==> src/rtl/video_blank_pkg.sv <==
// Shared types for the border blanker: FSM state, stream beat layout and
// the counter-width helper.
package video_blank_pkg;

    // Stream geometry the beat struct is laid out for.
    localparam int VB_TDATA_W = 32;
    localparam int VB_TDATA_B = 4;

    typedef enum logic {
        WAIT_SOF = 1'b0,
        ACTIVE   = 1'b1
    } vb_state_e;

    typedef struct packed {
        logic [VB_TDATA_W-1:0] tdata;
        logic [VB_TDATA_B-1:0] tstrb;
        logic [VB_TDATA_B-1:0] tkeep;
        logic                  tlast;
        logic                  tuser;
        logic                  tid;
        logic                  tdest;
    } vb_beat_t;

    localparam int VB_BEAT_W = $bits(vb_beat_t);

    // Bits needed to count 0..n-1, never less than one.
    function automatic int cnt_w(input int n);
        return (n <= 2) ? 1 : $clog2(n);
    endfunction

endpackage

==> src/rtl/axi4_stream_skid_reg.sv <==
// Two-entry register slice: one output register plus one skid register.
// Ready depends only on local state, so no combinational path crosses it.
module axi4_stream_skid_reg #(
    parameter int W = 8
) (
    input  logic         clk_i,
    input  logic         rst_n_i,
    input  logic [W-1:0] in_data,
    input  logic         in_valid,
    output logic         in_ready,
    output logic [W-1:0] out_data,
    output logic         out_valid,
    input  logic         out_ready
);

    logic         live_q;
    logic         skid_vld;
    logic [W-1:0] skid_data;
    logic         in_acc;
    logic         out_free;

    // live_q keeps ready low while reset is asserted and for the first edge after.
    assign in_ready = live_q && !skid_vld;
    assign in_acc   = in_valid && in_ready;
    assign out_free = !out_valid || out_ready;

    // Output register refills from skid first; skid catches a beat only during a stall.
    always_ff @(posedge clk_i or negedge rst_n_i) begin
        if (!rst_n_i) begin
            live_q    <= 1'b0;
            skid_vld  <= 1'b0;
            skid_data <= '0;
            out_valid <= 1'b0;
            out_data  <= '0;
        end else begin
            live_q <= 1'b1;
            if (out_free) begin
                if (skid_vld) begin
                    out_valid <= 1'b1;
                    out_data  <= skid_data;
                    skid_vld  <= 1'b0;
                end else begin
                    out_valid <= in_acc;
                    if (in_acc) out_data <= in_data;
                end
            end else if (in_acc) begin
                skid_vld  <= 1'b1;
                skid_data <= in_data;
            end
        end
    end

endmodule

==> src/rtl/video_border_blanker.sv <==
// Tracks pixel position from tuser/tlast, blanks the border ring with a
// fill value, resyncs on SOF and flags malformed lines/frames.
module video_border_blanker
    import video_blank_pkg::*;
#(
    parameter int PX_WIDTH        = 10,
    parameter int CHANNELS_AMOUNT = 3,
    parameter int TDATA_WIDTH     = 32,
    parameter int TDATA_WIDTH_B   = 4,
    parameter int FRAME_RES_X     = 1920,
    parameter int FRAME_RES_Y     = 1080,
    parameter int BORDER          = 1
) (
    input  logic                     clk_i,
    input  logic                     rst_n_i,
    input  logic                     en_i,
    input  logic [PX_WIDTH-1:0]      fill_value_i,
    input  logic [TDATA_WIDTH-1:0]   video_i_tdata,
    input  logic [TDATA_WIDTH_B-1:0] video_i_tstrb,
    input  logic [TDATA_WIDTH_B-1:0] video_i_tkeep,
    input  logic                     video_i_tvalid,
    input  logic                     video_i_tlast,
    input  logic                     video_i_tuser,
    input  logic                     video_i_tid,
    input  logic                     video_i_tdest,
    output logic                     video_i_tready,
    output logic [TDATA_WIDTH-1:0]   video_o_tdata,
    output logic [TDATA_WIDTH_B-1:0] video_o_tstrb,
    output logic [TDATA_WIDTH_B-1:0] video_o_tkeep,
    output logic                     video_o_tvalid,
    output logic                     video_o_tlast,
    output logic                     video_o_tuser,
    output logic                     video_o_tid,
    output logic                     video_o_tdest,
    input  logic                     video_o_tready,
    output logic                     line_err_o,
    output logic                     frame_err_o,
    output logic                     drop_o
);

    localparam int X_W = cnt_w(FRAME_RES_X);
    localparam int Y_W = cnt_w(FRAME_RES_Y + 1);

    if (TDATA_WIDTH != VB_TDATA_W || TDATA_WIDTH_B != VB_TDATA_B) begin : g_width_check
        $error("video_border_blanker: stream widths must match vb_beat_t");
    end

    vb_state_e           state;
    logic [X_W-1:0]      x_q;
    logic [Y_W-1:0]      y_q;
    logic                en_q;
    logic [PX_WIDTH-1:0] fill_q;

    logic                acc, sof, drop, x_last, line_end, frame_end, border, cur_en;
    logic [X_W-1:0]      cur_x;
    logic [Y_W-1:0]      cur_y;
    logic [PX_WIDTH-1:0] cur_fill;
    vb_beat_t            in_beat, blank_beat, out_beat;

    // An SOF beat is pixel (0,0) and uses the enable/fill sampled with it.
    assign acc       = video_i_tvalid && video_i_tready;
    assign sof       = video_i_tuser;
    assign drop      = acc && (state == WAIT_SOF) && !sof;
    assign cur_x     = sof ? '0 : x_q;
    assign cur_y     = sof ? '0 : y_q;
    assign cur_en    = sof ? en_i : en_q;
    assign cur_fill  = sof ? fill_value_i : fill_q;
    assign x_last    = (cur_x == X_W'(FRAME_RES_X - 1));
    assign line_end  = video_i_tlast || x_last;
    assign frame_end = line_end && (cur_y == Y_W'(FRAME_RES_Y - 1));
    assign border    = (int'(cur_x) < BORDER) || (int'(cur_x) >= FRAME_RES_X - BORDER) ||
                       (int'(cur_y) < BORDER) || (int'(cur_y) >= FRAME_RES_Y - BORDER);

    // A line error is either an early tlast or a missing tlast on the last column.
    assign line_err_o  = acc && !drop && line_end && !(x_last && video_i_tlast);
    assign frame_err_o = acc && (state == ACTIVE) && sof;
    assign drop_o      = drop;

    assign in_beat = '{tdata: video_i_tdata, tstrb: video_i_tstrb, tkeep: video_i_tkeep,
                       tlast: video_i_tlast, tuser: video_i_tuser, tid: video_i_tid,
                       tdest: video_i_tdest};

    // Overwrite every channel field of a border pixel; upper bits and sideband pass.
    always_comb begin
        blank_beat = in_beat;
        if (border && cur_en) begin
            for (int c = 0; c < CHANNELS_AMOUNT; c++) begin
                blank_beat.tdata[c*PX_WIDTH +: PX_WIDTH] = cur_fill;
            end
        end
    end

    // Position counters and frame state, advanced once per accepted pixel.
    always_ff @(posedge clk_i or negedge rst_n_i) begin
        if (!rst_n_i) begin
            state  <= WAIT_SOF;
            x_q    <= '0;
            y_q    <= '0;
            en_q   <= 1'b0;
            fill_q <= '0;
        end else if (acc && !drop) begin
            en_q   <= cur_en;
            fill_q <= cur_fill;
            if (line_end) begin
                x_q <= '0;
                if (frame_end) begin
                    y_q   <= '0;
                    state <= WAIT_SOF;
                end else begin
                    y_q   <= cur_y + 1'b1;
                    state <= ACTIVE;
                end
            end else begin
                x_q   <= cur_x + 1'b1;
                y_q   <= cur_y;
                state <= ACTIVE;
            end
        end
    end

    axi4_stream_skid_reg #(.W(VB_BEAT_W)) u_skid (
        .clk_i     (clk_i),
        .rst_n_i   (rst_n_i),
        .in_data   (blank_beat),
        .in_valid  (video_i_tvalid && !((state == WAIT_SOF) && !sof)),
        .in_ready  (video_i_tready),
        .out_data  (out_beat),
        .out_valid (video_o_tvalid),
        .out_ready (video_o_tready)
    );

    assign video_o_tdata = out_beat.tdata;
    assign video_o_tstrb = out_beat.tstrb;
    assign video_o_tkeep = out_beat.tkeep;
    assign video_o_tlast = out_beat.tlast;
    assign video_o_tuser = out_beat.tuser;
    assign video_o_tid   = out_beat.tid;
    assign video_o_tdest = out_beat.tdest;

endmodule

==> config.mk <==
export PLATFORM = sky130hd
export DESIGN_NAME = video_border_blanker
export DESIGN_NICKNAME = d
export VERILOG_FILES = /design/src/rtl/video_blank_pkg.sv /design/src/rtl/axi4_stream_skid_reg.sv /design/src/rtl/video_border_blanker.sv
export SDC_FILE = /design/constraint.sdc
export NUM_CORES = 1
export LEC_CHECK = 0
export ABC_CLOCK_PERIOD_IN_PS = 3000
export BUFFER_PORTS_ARGS = -buffer_cell sky130_fd_sc_hd__buf_4
export CORE_ASPECT_RATIO = 1.4
export CORE_MARGIN = 2
export CORE_UTILIZATION = 50
export DETAILED_ROUTE_END_ITERATION = 16
export PLACE_DENSITY = 0.82
export SYNTH_ARGS = -nofsm -noshare
export SYNTH_HDL_FRONTEND = slang
export SYNTH_SLANG_ARGS = --single-unit
==> constraint.sdc <==
create_clock -name clk_i -period 3 [get_ports clk_i]
set_input_delay 0.45 -clock clk_i [delete_from_list [all_inputs] [get_ports clk_i]]
set_output_delay 0.45 -clock clk_i [all_outputs]
set_load 0.01 [all_outputs]
# Word-level counts from Yosys, hierarchy flattened
# Index checks and enable logic that the tools add are counted.
# Widths: inputs -> output; s select.
# classes
add_sub_neg	2
order_cmp	4
eq_ne	2
mux	15
bitwise_logic	2
n_reduce_logical	30
# op_table
operator	n
$mux 44	2
$mux 11	5
$mux 30	1
$add 11x1->11 const B	2
$eq 11x11->1 const B	2
$ge 11x11->1 const B	2
$lt 11x1->1 const B	2
$logic_and 1x1->1	15
$mux 10	1
$logic_not 1->1	6
$mux 1	6
$logic_or 1x1->1	5
$reduce_and 2->1	2
$reduce_bool 2->1	2
$not 1->1	2
# totals
regBits	125
output_inout_bits	49

# Logic depth before layout (Yosys ltp)
# Gate-level depths: netlist of run 1.
# depth
ltp_word	9
mapped_depth	11
ltp_nobuf	8

# Modules after synthesis
# Synthesis of run 1 repeated with hierarchy kept, for this count alone.
# unflattened
hier_cells	507
hier_area_um2	6690.2
# modules_own_cells
mod	n_inst	cells_each	area_each_um2
axi4_stream_skid_reg	1	245	4107.7
video_border_blanker	1	262	2582.5

# Worst setup path after synthesis of run 1
# OpenSTA, ideal clock, no wires.
# synth_path
path_type	input to register
from	in video_i_tuser
to	reg y_q[10]
setup_time_ns	0.125
arrival_time_ns	2.271
required_ns	2.875
path_slack_ns	0.603
cell_stages	11
n_path_buf	3
path_cell_list	buf_2 -> buf_1 -> nor2b_1 -> ha_1 -> nand2_1 -> nor3_1 -> and3_1 -> clkbuf_1 -> a21oi_1 -> a21oi_1 -> mux2i_1
# synth_between
elab_chain_cells	6
word_cells_on_any_way	13
classes_between	1 x add/sub; 2 x eq/ne; 4 x mux; 6 x reduce/logical
# synth_lines
item	line_no	rtl
from (decl)	video_border_blanker.sv:23	input logic video_i_tuser,
parallel branches: the longest is 6 deep, another holds $add 11x1->11	n/a	
to (signal assigned)	video_border_blanker.sv:110	y_q <= cur_y + 1'b1;
to (signal assigned)	video_border_blanker.sv:115	y_q <= cur_y;
to (decl)	video_border_blanker.sv:50	logic [Y_W-1:0] y_q;
# Several ways; the timed one is not identified.
# A chain may end at the register's enable or synchronous reset.

# Worst setup path after layout of run 1
# layout_path
from	reg x_q[0]
to	out line_err_o
# layout_between
elab_chain_cells	5
word_cells_on_any_way	7
classes_between	1 x eq/ne; 1 x mux; 5 x reduce/logical
# layout_lines
item	line_no	rtl
from (decl)	video_border_blanker.sv:49	logic [X_W-1:0] x_q;
from (signal assigned)	video_border_blanker.sv:114	x_q <= cur_x + 1'b1;
$mux 11 (*)	video_border_blanker.sv:64	assign cur_x = sof ? '0 : x_q;
$eq 11x11->1 (*)	video_border_blanker.sv:68	assign x_last = (cur_x == X_W'(FRAME_RES_X - 1));
$logic_or 1x1->1 or $logic_and 1x1->1 (tied branches)	video_border_blanker.sv:69, video_border_blanker.sv:75	
$logic_and 1x1->1 or $logic_not 1->1 (tied branches)	video_border_blanker.sv:75	assign line_err_o = acc && !drop && line_end && !(x_last && video_i_tlast);
$logic_and 1x1->1 (*)	video_border_blanker.sv:75	
to (decl)	video_border_blanker.sv:36	output logic line_err_o,
# Mark *: on every way between the ends. The rest lies on a longest branch, timed or not.

==> results.yml, run 1 <==
clock_tree:
  cts_htree_levels: 4
  insertion_delay_ns: 0.42
  ctsLongestPathBuffers: 2
  cts-buffers-inserted: 17
  root_buffer: "clkbuf_16"
  cts_sinks: 125
  path_clk_slew_ns: 0.05
  cts_tree: "yes"
timing:
  fin_tns_setup_ns: 0
  relSlewSlack: 0.4154
  post-route-min-period_ns: 2.682
  hold_ws_ns: -0.007950
  fmax_mhz: 372.9
  fin_skew_ns: 0.007253
  finalSetupViolCount: 0
  rsz0062_at_grt: "false"
  finalMaxSlewViolations: 0
  worst_slew_pin_slew_ns: 0.8737
  fin_crit_sh: 0.8940
  hold_viol: 5
floorplanning:
  die_h_um: 133.4
  pin_count: 108
  design.die.area_um2: 12860
  initial_utilization: 0.5082
  core-area_um2: 11760
  die_w_um: 96.41
  rows: 47
status:
  violations: "hold timing"
  outcome: "finished, violations left"
logic_synthesis:
  synth.distinct_cells: 52
  synth_top_area_cell: "dfrtp_1"
  synth.most_common_cell: "dfrtp_1"
  synth_area_per_cell_um2: 9.224
  netlist_area_um2: 5977
  synth_ff_type: "dfrtp_1"
  synth-seq-cells: 125
  ys_top_cells_by_area: "dfrtp_1 52%, nor2_1 7.1%, nand2_1 4.8%"
  synth_edf_count: 0
  async_flop_share: 1.000
  syn_nets: 708
  ys_seq_area_frac: 0.5233
  synth_commonest_cells: "125 x dfrtp_1, 113 x nor2_1, 77 x nand2_1"
  synth_cells: 648
  yosys_warnings: 0
  synth_top_area_share: 0.5233
pwr:
  max-vdd-ir-drop_uv: 384.0
  power_leakage_nw: 3.342
  powerDensity_nw_per_um2: 766.7
  power.total_mw: 5.820
worst_setup_path:
  critPathMaxFanout: 9
  crit_family: "simple AND/OR/NAND/NOR gates"
  criticalPathCategory: "flip-flop to output port"
  cp_slowest_cell: "or4_1"
  crit_top_cell: "nor2_1"
  endpoint_kind: "output port"
  critPathArrivalTime_ns: 2.23
  startpoint_type: "flip-flop"
  crit_path_cell_trace: "nand4_1 > nor2_1 > nand3_1 > or4_1 > xnor2_1 > nor2_1 > buf_4"
  max_stage_delay_ns: 0.50
  cp_num_buf_inv: 1
  required_ns: 2.55
detailed_routing:
  dr.pass1.iters: 6
  routed_wl_mm: 16.35
  post_drt_wl_per_cell_um: 18.09
  drtAntennaViolNets: 0
  num_vias: 5382
  drcViolationCount: 0
  vias_per_cell: 5.954
  drt_iter0_drc: 384
cells_and_area:
  nets: 804
  fin_area_um2: 7591
  drive_gt1_frac: 0.2351
  diodes: 0
  fin_util: 0.6454
  layout-area-overhead-vs-synth_pct: 27.00
global_routing:
  grtUsageTotal: 0.2703
  overflow: 0
  grt_max_degree: 55
  antenna_found_initial: 0
  grt_pass1_vias: 5346
  grt_pass1_wl_mm: 26.86
placement:
  numPortBuffers: 107
  dpl_cell_area_um2: 6930
  gp_congestion: 0.8982
  place_hpwl_mm: 11.08
flow_run:
  maxCapViolCount: 0
min_path:
  hp-class: "primary input to asynchronous set/reset pin"
==> flip-flops by register name (all words and copies together) (netlist names) <==
signal	cells
fill_q	10
y_q	11
en_q	1
u_skid.skid_data	44
u_skid.skid_vld	1
state	1
u_skid.live_q	1
x_q	11
u_skid.out_valid	1
u_skid.out_data	44
==> cell families (layout without fill, tap and decap cells) <==
logic type / after synthesis / after routing / synth area share
other: 1 / 1 / 0.0006274
XOR/XNOR: 1 / 1 / 0.001466
AO/OA/AOI/OAI: 177 / 177 / 0.1878
buffers and inverters: 51 / 160 / 0.03915
adder cells (fa/ha/maj): 1 / 1 / 0.002093
multiplexers: 28 / 28 / 0.04940
flip-flops: 125 / 125 / 0.5233
AND/OR/NAND/NOR: 264 / 264 / 0.1961
==> layout make-up <==
| cell class | count | area, µm² |
|---|---|---|
| Tap cell | 147 | 183.9 |
| Multi-Input combinational cell | 472 | 2626 |
| Fill cell | 971 | 4170 |
| Inverter | 5 | 18.77 |
| Clock buffer | 23 | 478.0 |
| Clock inverter | 9 | 181.4 |
| Sequential cell | 125 | 3129 |
| Timing Repair Buffer | 123 | 973.4 |
==> placed cells by master, fill, tap and decap left out, drive strengths merged, types with 2 or more instances in the layout <==
cell,instances
nor4,3
nand2,77
a21oi,42
clkbuf,23
and4,4
mux2,12
a32oi,2
o21ai,44
clkinvlp,3
nor3,19
nor2b,5
o31ai,4
buf,123
or2,3
nor2,113
a32o,2
or3,2
o41ai,3
and3,9
dfrtp,125
bufinv,5
a211oi,30
nand3b,2
nand4,6
o22ai,30
nand3,13
nand2b,4
a31oi,4
mux2i,16
o22a,10
inv,6
o211ai,2
==> through the flow <==
step	setup slack, ns	std cells
2_1_floorplan	0.6031	648
5_1_grt	0.1690	904
3_3_place_gp	0.2416	872
6_report	0.3180	904
4_1_cts	0.2296	904
3_5_place_dp	0.1568	872
==> repair_timing <==
| action | 4_1_cts | 5_1_grt |
|---|---|---|
| endpoints found under the setup margin | 0 | 2 |
| setup buffers | 0 | 0 |
| resized for setup | 0 | 1 |
| hold buffers | 0 | 0 |
==> metal layers <==
metal	track usage	up-vias	wire (µm)
met1	0.3490	2626	6598
li1	-	2497	-
met3	0.06391	27	1006
met2	0.4375	232	8340
met5	0	-	0
met4	0.1049	0	406
==> power by group <==
group	internal [mW]	switching [mW]	total [mW]
sequential	2.08	0.271	2.35
combinational	0.550	0.626	1.18
clock	1.54	0.753	2.30
==> path summary, 6_finish.rpt <==
| check | startpoint | end | slack (ns) | cells after the start |
|---|---|---|---|---|
| min in group clk_i | video_i_tkeep[1] | u_skid.skid_data[5] | 0.23 | 3 |
| setup / recovery | x_q[0] | line_err_o | 0.32 | 7 |
| hold / removal | rst_n_i | x_q[3] | -0.008 | 1 |
| setup reg to reg | y_q[0] | u_skid.skid_data[32] | 0.39 | 9 |
| max in group asynchronous | rst_n_i | u_skid.out_data[11] | 2.31 | 2 |
| hold reg to reg | u_skid.skid_data[10] | u_skid.skid_data[10] | 0.47 | 2 |
Note: power is estimated with default switching activity, not from simulation.
==> run 2: changes to the inputs <==
Settings changed: BUFFER_PORTS_ARGS -buffer_cell sky130_fd_sc_hd__buf_4 to -buffer_cell sky130_fd_sc_hd__buf_2, CORE_UTILIZATION 50 to 54, PLACE_DENSITY 0.82 to 0.87.
==> results.yml, run 2 (synthesis results as in run 1) <==
detailed_routing:
  num_vias: 5583
  drcViolationCount: 0
  drt_iter0_drc: 450
  post_drt_wl_per_cell_um: 18.75
  dr.pass1.iters: 5
  vias_per_cell: 6.224
  drtAntennaViolNets: 0
  routed_wl_mm: 16.82
worst_setup_path:
  timing.rr.end: "u_skid.skid_data[37]"
  startpoint_type: "flip-flop"
  r2r_start: "y_q[0]"
  critPathArrivalTime_ns: 2.27
  reg2regPathDepth: 9
  crit_path_start: "x_q[0]"
  required_ns: 2.55
  crit_path_cell_trace: "nand4_1 > nor2_1 > nand3_1 > or4_1 > xnor2_1 > nor2_1 > buf_2"
  cp-endpoint: "line_err_o"
  ff2ff_setup_slack_ns: 0.32
  critPathMaxFanout: 9
  crit_cells: 7
  crit_family: "simple AND/OR/NAND/NOR gates"
  max_stage_delay_ns: 0.50
  cp_num_buf_inv: 1
  endpoint_kind: "output port"
  criticalPathCategory: "flip-flop to output port"
  cp_slowest_cell: "or4_1"
  crit_top_cell: "nor2_1"
timing:
  worst_slew_pin_slew_ns: 0.9036
  finalMaxSlewViolations: 0
  fin_skew_ns: 0.008492
  hold_ws_ns: 0.09772
  fin_tns_setup_ns: 0
  finalSetupViolCount: 0
  hold_viol: 0
  post-route-min-period_ns: 2.719
  relSlewSlack: 0.3954
  fin_crit_sh: 0.9062
  rsz0062_at_grt: "false"
  fmax_mhz: 367.8
  setup_slack_ns: 0.2813
min_path:
  hp-class: "primary input to asynchronous set/reset pin"
floorplanning:
  pin_count: 108
  initial_utilization: 0.5529
  die_h_um: 128.5
  core-area_um2: 10810
  die_w_um: 92.92
  rows: 45
  design.die.area_um2: 11940
placement:
  gp_congestion: 0.9089
  numPortBuffers: 107
  pre_cts_ws_ns: 0.3404
  place_hpwl_mm: 11.07
  dpl_cell_area_um2: 6645
pwr:
  seqPwrFrac: 0.403
  power_frac_clock: 0.405
  powerDensity_nw_per_um2: 793.3
  netSwitchingFraction: 0.2877
  p_sw_mw: 1.670
  power_leakage_nw: 3.265
  max-vdd-ir-drop_uv: 436.5
  power_frac_comb: 0.192
  intPower_mw: 4.134
  power.total_mw: 5.803
clock_tree:
  cts-buffers-inserted: 17
  insertion_delay_ns: 0.42
  cts_tree: "yes"
  ctsLongestPathBuffers: 2
  cts_sinks: 125
  cts_setup_buffers: 0
  path_clk_slew_ns: 0.06
  cts_htree_levels: 4
  cts_hold_buffers: 0
  root_buffer: "clkbuf_16"
  post_cts_resized: 0
status:
  outcome: "finished clean"
cells_and_area:
  layout_commonest_cell: "dfrtp_1"
  drive_gt1_frac: 0.2354
  fin_area_um2: 7316
  mostFrequentLayoutCells: "124 x dfrtp_1, 111 x nor2_1, 106 x buf_2"
  nets: 804
  reg.largest.list: "u_skid.out_data x44, u_skid.skid_data x44"
  diodes: 0
  fillers: 856
  layout-area-overhead-vs-synth_pct: 22.40
global_routing:
  antenna_found_initial: 0
  grt_pass1_vias: 5604
  grt_max_degree: 59
  grtUsageTotal: 0.2932
  overflow: 0
  grt_pass1_wl_mm: 27.46
flow_run:
  maxCapViolCount: 0
## run 2: cell types whose count changed in the layout (fill, tap and decap cells not counted), sizes merged
cell      delta
clkbuf       -3
inv          -1
clkinv       +3
bufinv       +1
clkinvlp     -1
## run 2: through the flow
step           std cells  utilization
2_1_floorplan        648            -
4_1_cts              897       0.6767
3_5_place_dp         866       0.6147
6_report             897       0.6767
3_3_place_gp         866       0.6147
5_1_grt              897       0.6767
## run 2: power by group through the flow
stage / logic (mW) / clock network, mW / registers, mW
final: 1.11 / 2.35 / 2.34
after global routing: 1.23 / 2.43 / 2.38
after CTS: 1.11 / 2.35 / 2.33
after detailed placement: 1.10 / 0 / 2.34
after global placement: 1.04 / 0 / 2.32
after floorplan: 0.653 / 0 / 2.34
## run 2: how the worst min path moves through the flow
stage,startpoint,to
final,rst_n_i,u_skid.out_data[3]
after global placement,u_skid.skid_data[1],u_skid.skid_data[1]
after global routing,rst_n_i,u_skid.out_data[3]
after floorplan,rst_n_i,en_q
after CTS,rst_n_i,u_skid.out_data[3]
after detailed placement,u_skid.skid_data[6],u_skid.skid_data[6]
## run 2: final cells by class
class	count	area, µm²	area share
Clock buffer	20	456.7	0.06243
Clock inverter	11	214.0	0.02925
Inverter	5	18.77	0.002565
Multi-Input combinational cell	472	2625	0.3588
Sequential cell	125	3129	0.4277
Tap cell	141	176.4	0.02411
Timing Repair Buffer	123	695.7	0.09509
## run 2: worst reg2reg max path, stage by stage, from the launching register on
cell and delay, ns:
dfrtp_1 0.44, nor2b_1 0.20, ha_1 0.24, a21oi_1 0.14
nor4b_1 0.07, o31ai_1 0.31, and3_1 0.53, buf_4 0.27
nor3_1 0.09, a211oi_1 0.28
## run 2: routing by layer
metal	wire (µm)	track usage	up-vias
li1	-	-	2500
met1	6171	0.3564	2681
met2	8761	0.5038	350
met3	1342	0.06440	52
met4	544	0.1254	0
met5	0	0	-
==> run 3: changes to the inputs <==
Settings changed: ABC_CLOCK_PERIOD_IN_PS 3000 to 2800.
Clock period 3 ns to 2.8 ns, I/O delays scaled along.
==> results.yml, run 3 (synthesis results as in run 1) <==
global_routing:
  grt_pass1_vias: 5515
  grt_max_degree: 59
  overflow: 0
  grtUsageTotal: 0.2924
  antenna_found_initial: 0
  grt_pass1_wl_mm: 27.19
worst_setup_path:
  criticalPathCategory: "flip-flop to output port"
  max_stage_delay_ns: 0.49
  required_ns: 2.38
  ff2ff_setup_slack_ns: 0.25
  critPathArrivalTime_ns: 2.25
  critPathMaxFanout: 7
  startpoint_type: "flip-flop"
  endpoint_kind: "output port"
  cp_slowest_cell: "or4_1"
  crit_path_cell_trace: "nand4_1 > nor2_2 > nand3_1 > or4_1 > xnor2_1 > nor2_1 > buf_2"
clock_tree:
  path_clk_slew_ns: 0.05
  cts_tree: "yes"
  cts_sinks: 125
  cts_setup_buffers: 0
  root_buffer: "clkbuf_16"
  insertion_delay_ns: 0.42
  cts_htree_levels: 4
  cts-buffers-inserted: 17
  ctsLongestPathBuffers: 2
timing:
  post-route-min-period_ns: 2.666
  finalMaxSlewViolations: 0
  hold_ws_ns: 0.06060
  relSlewSlack: 0.5215
  fin_tns_setup_ns: 0
  rsz0062_at_grt: "false"
  fmax_mhz: 375.1
  hold_viol: 0
  fin_skew_ns: 0.01226
  worst_slew_pin_slew_ns: 0.7178
  fin_crit_sh: 0.9521
  finalSetupViolCount: 0
floorplanning:
  core-area_um2: 10810
  pin_count: 108
  design.die.area_um2: 11940
  initial_utilization: 0.5529
  die_h_um: 128.5
  die_w_um: 92.92
  rows: 45
pwr:
  powerDensity_nw_per_um2: 806.3
  max-vdd-ir-drop_uv: 516.4
  power_leakage_nw: 3.212
detailed_routing:
  dr.pass1.iters: 5
  routed_wl_mm: 16.75
  post_drt_wl_per_cell_um: 18.67
  drt_iter0_drc: 491
  drcViolationCount: 0
  drtAntennaViolNets: 0
  num_vias: 5593
  vias_per_cell: 6.235
cells_and_area:
  reg.largest.list: "u_skid.out_data x44, u_skid.skid_data x44"
  drive_gt1_frac: 0.2368
  nets: 805
  layout-area-overhead-vs-synth_pct: 20.75
  diodes: 0
  fillers: 835
  layout_commonest_cell: "dfrtp_1"
  instances_no_fill: 897
  mostFrequentLayoutCells: "122 x dfrtp_1, 110 x nor2_1, 106 x buf_2"
flow_run:
  maxCapViolCount: 0
placement:
  gp_congestion: 0.8703
  dp.cells: 867
  numPortBuffers: 107
  place_hpwl_mm: 11.14
status:
  outcome: "finished clean"
min_path:
  hp-class: "primary input to asynchronous set/reset pin"
run 3: repair_timing:
item / CTS / global route
resized for setup: 0 / 4
hold buffers: 0 / 0
endpoints found under the setup margin: 0 / 61
run 3: path summary, 6_finish.rpt:
path,startpoint,cells past startpoint,end
setup / recovery,x_q[2],7,line_err_o
hold / removal,rst_n_i,1,u_skid.out_valid
setup reg to reg,y_q[1],8,u_skid.skid_data[40]
hold reg to reg,u_skid.out_data[9],2,u_skid.out_data[9]
max in group asynchronous,rst_n_i,2,x_q[0]
min in group clk_i,video_i_tkeep[0],3,u_skid.skid_data[4]
run 3: cell type report:
cell class | count | area [µm²] | area share
sequential | 125 | 3132 | 0.4339
multi-input combinational | 472 | 2629 | 0.3643
timing repair buffer | 124 | 703.2 | 0.09743
clock buffer | 23 | 467.9 | 0.06484
tap | 141 | 176.4 | 0.02445
clock inverter | 7 | 90.09 | 0.01248
inverter | 5 | 18.77 | 0.002601
run 3: per-layer routing:
| metal | GRT usage | up-vias | wire (µm) |
|---|---|---|---|
| li1 | - | 2519 | - |
| met1 | 0.3551 | 2673 | 6250 |
| met2 | 0.4697 | 344 | 8220 |
| met3 | 0.08197 | 57 | 1437 |
| met4 | 0.1661 | 0 | 842 |
| met5 | 0 | - | 0 |
run 3: worst max-delay path, delay by kind of cell, from the launching register on:
kind	cells	cell delay [ns]
AND/OR/NAND/NOR	5	1.12
flip-flops	1	0.43
buffers and inverters	1	0.15
XOR/XNOR	1	0.14
run 3: through the flow:
stage | worst slack [ns] | utilization | power [mW] | instance area (µm²)
4_1_cts | 0.03526 | 0.6670 | 5.806 | 7211
3_5_place_dp | -0.04714 | 0.6154 | 3.693 | 6653
3_3_place_gp | 0.1534 | 0.6154 | 3.614 | 6653
6_report | 0.1340 | 0.6676 | 5.819 | 7217
5_1_grt | 0.001623 | 0.6676 | 6.077 | 7217
2_1_floorplan | 0.4331 | - | 3.206 | 5977
run 3: report_power, final:
| group | total, mW | leakage, nW | switching, mW | internal, mW |
|---|---|---|---|---|
| Combinational | 1.18 | 1.44 | 0.688 | 0.495 |
| Clock | 2.12 | 0.269 | 0.779 | 1.34 |
| Sequential | 2.52 | 1.50 | 0.291 | 2.22 |
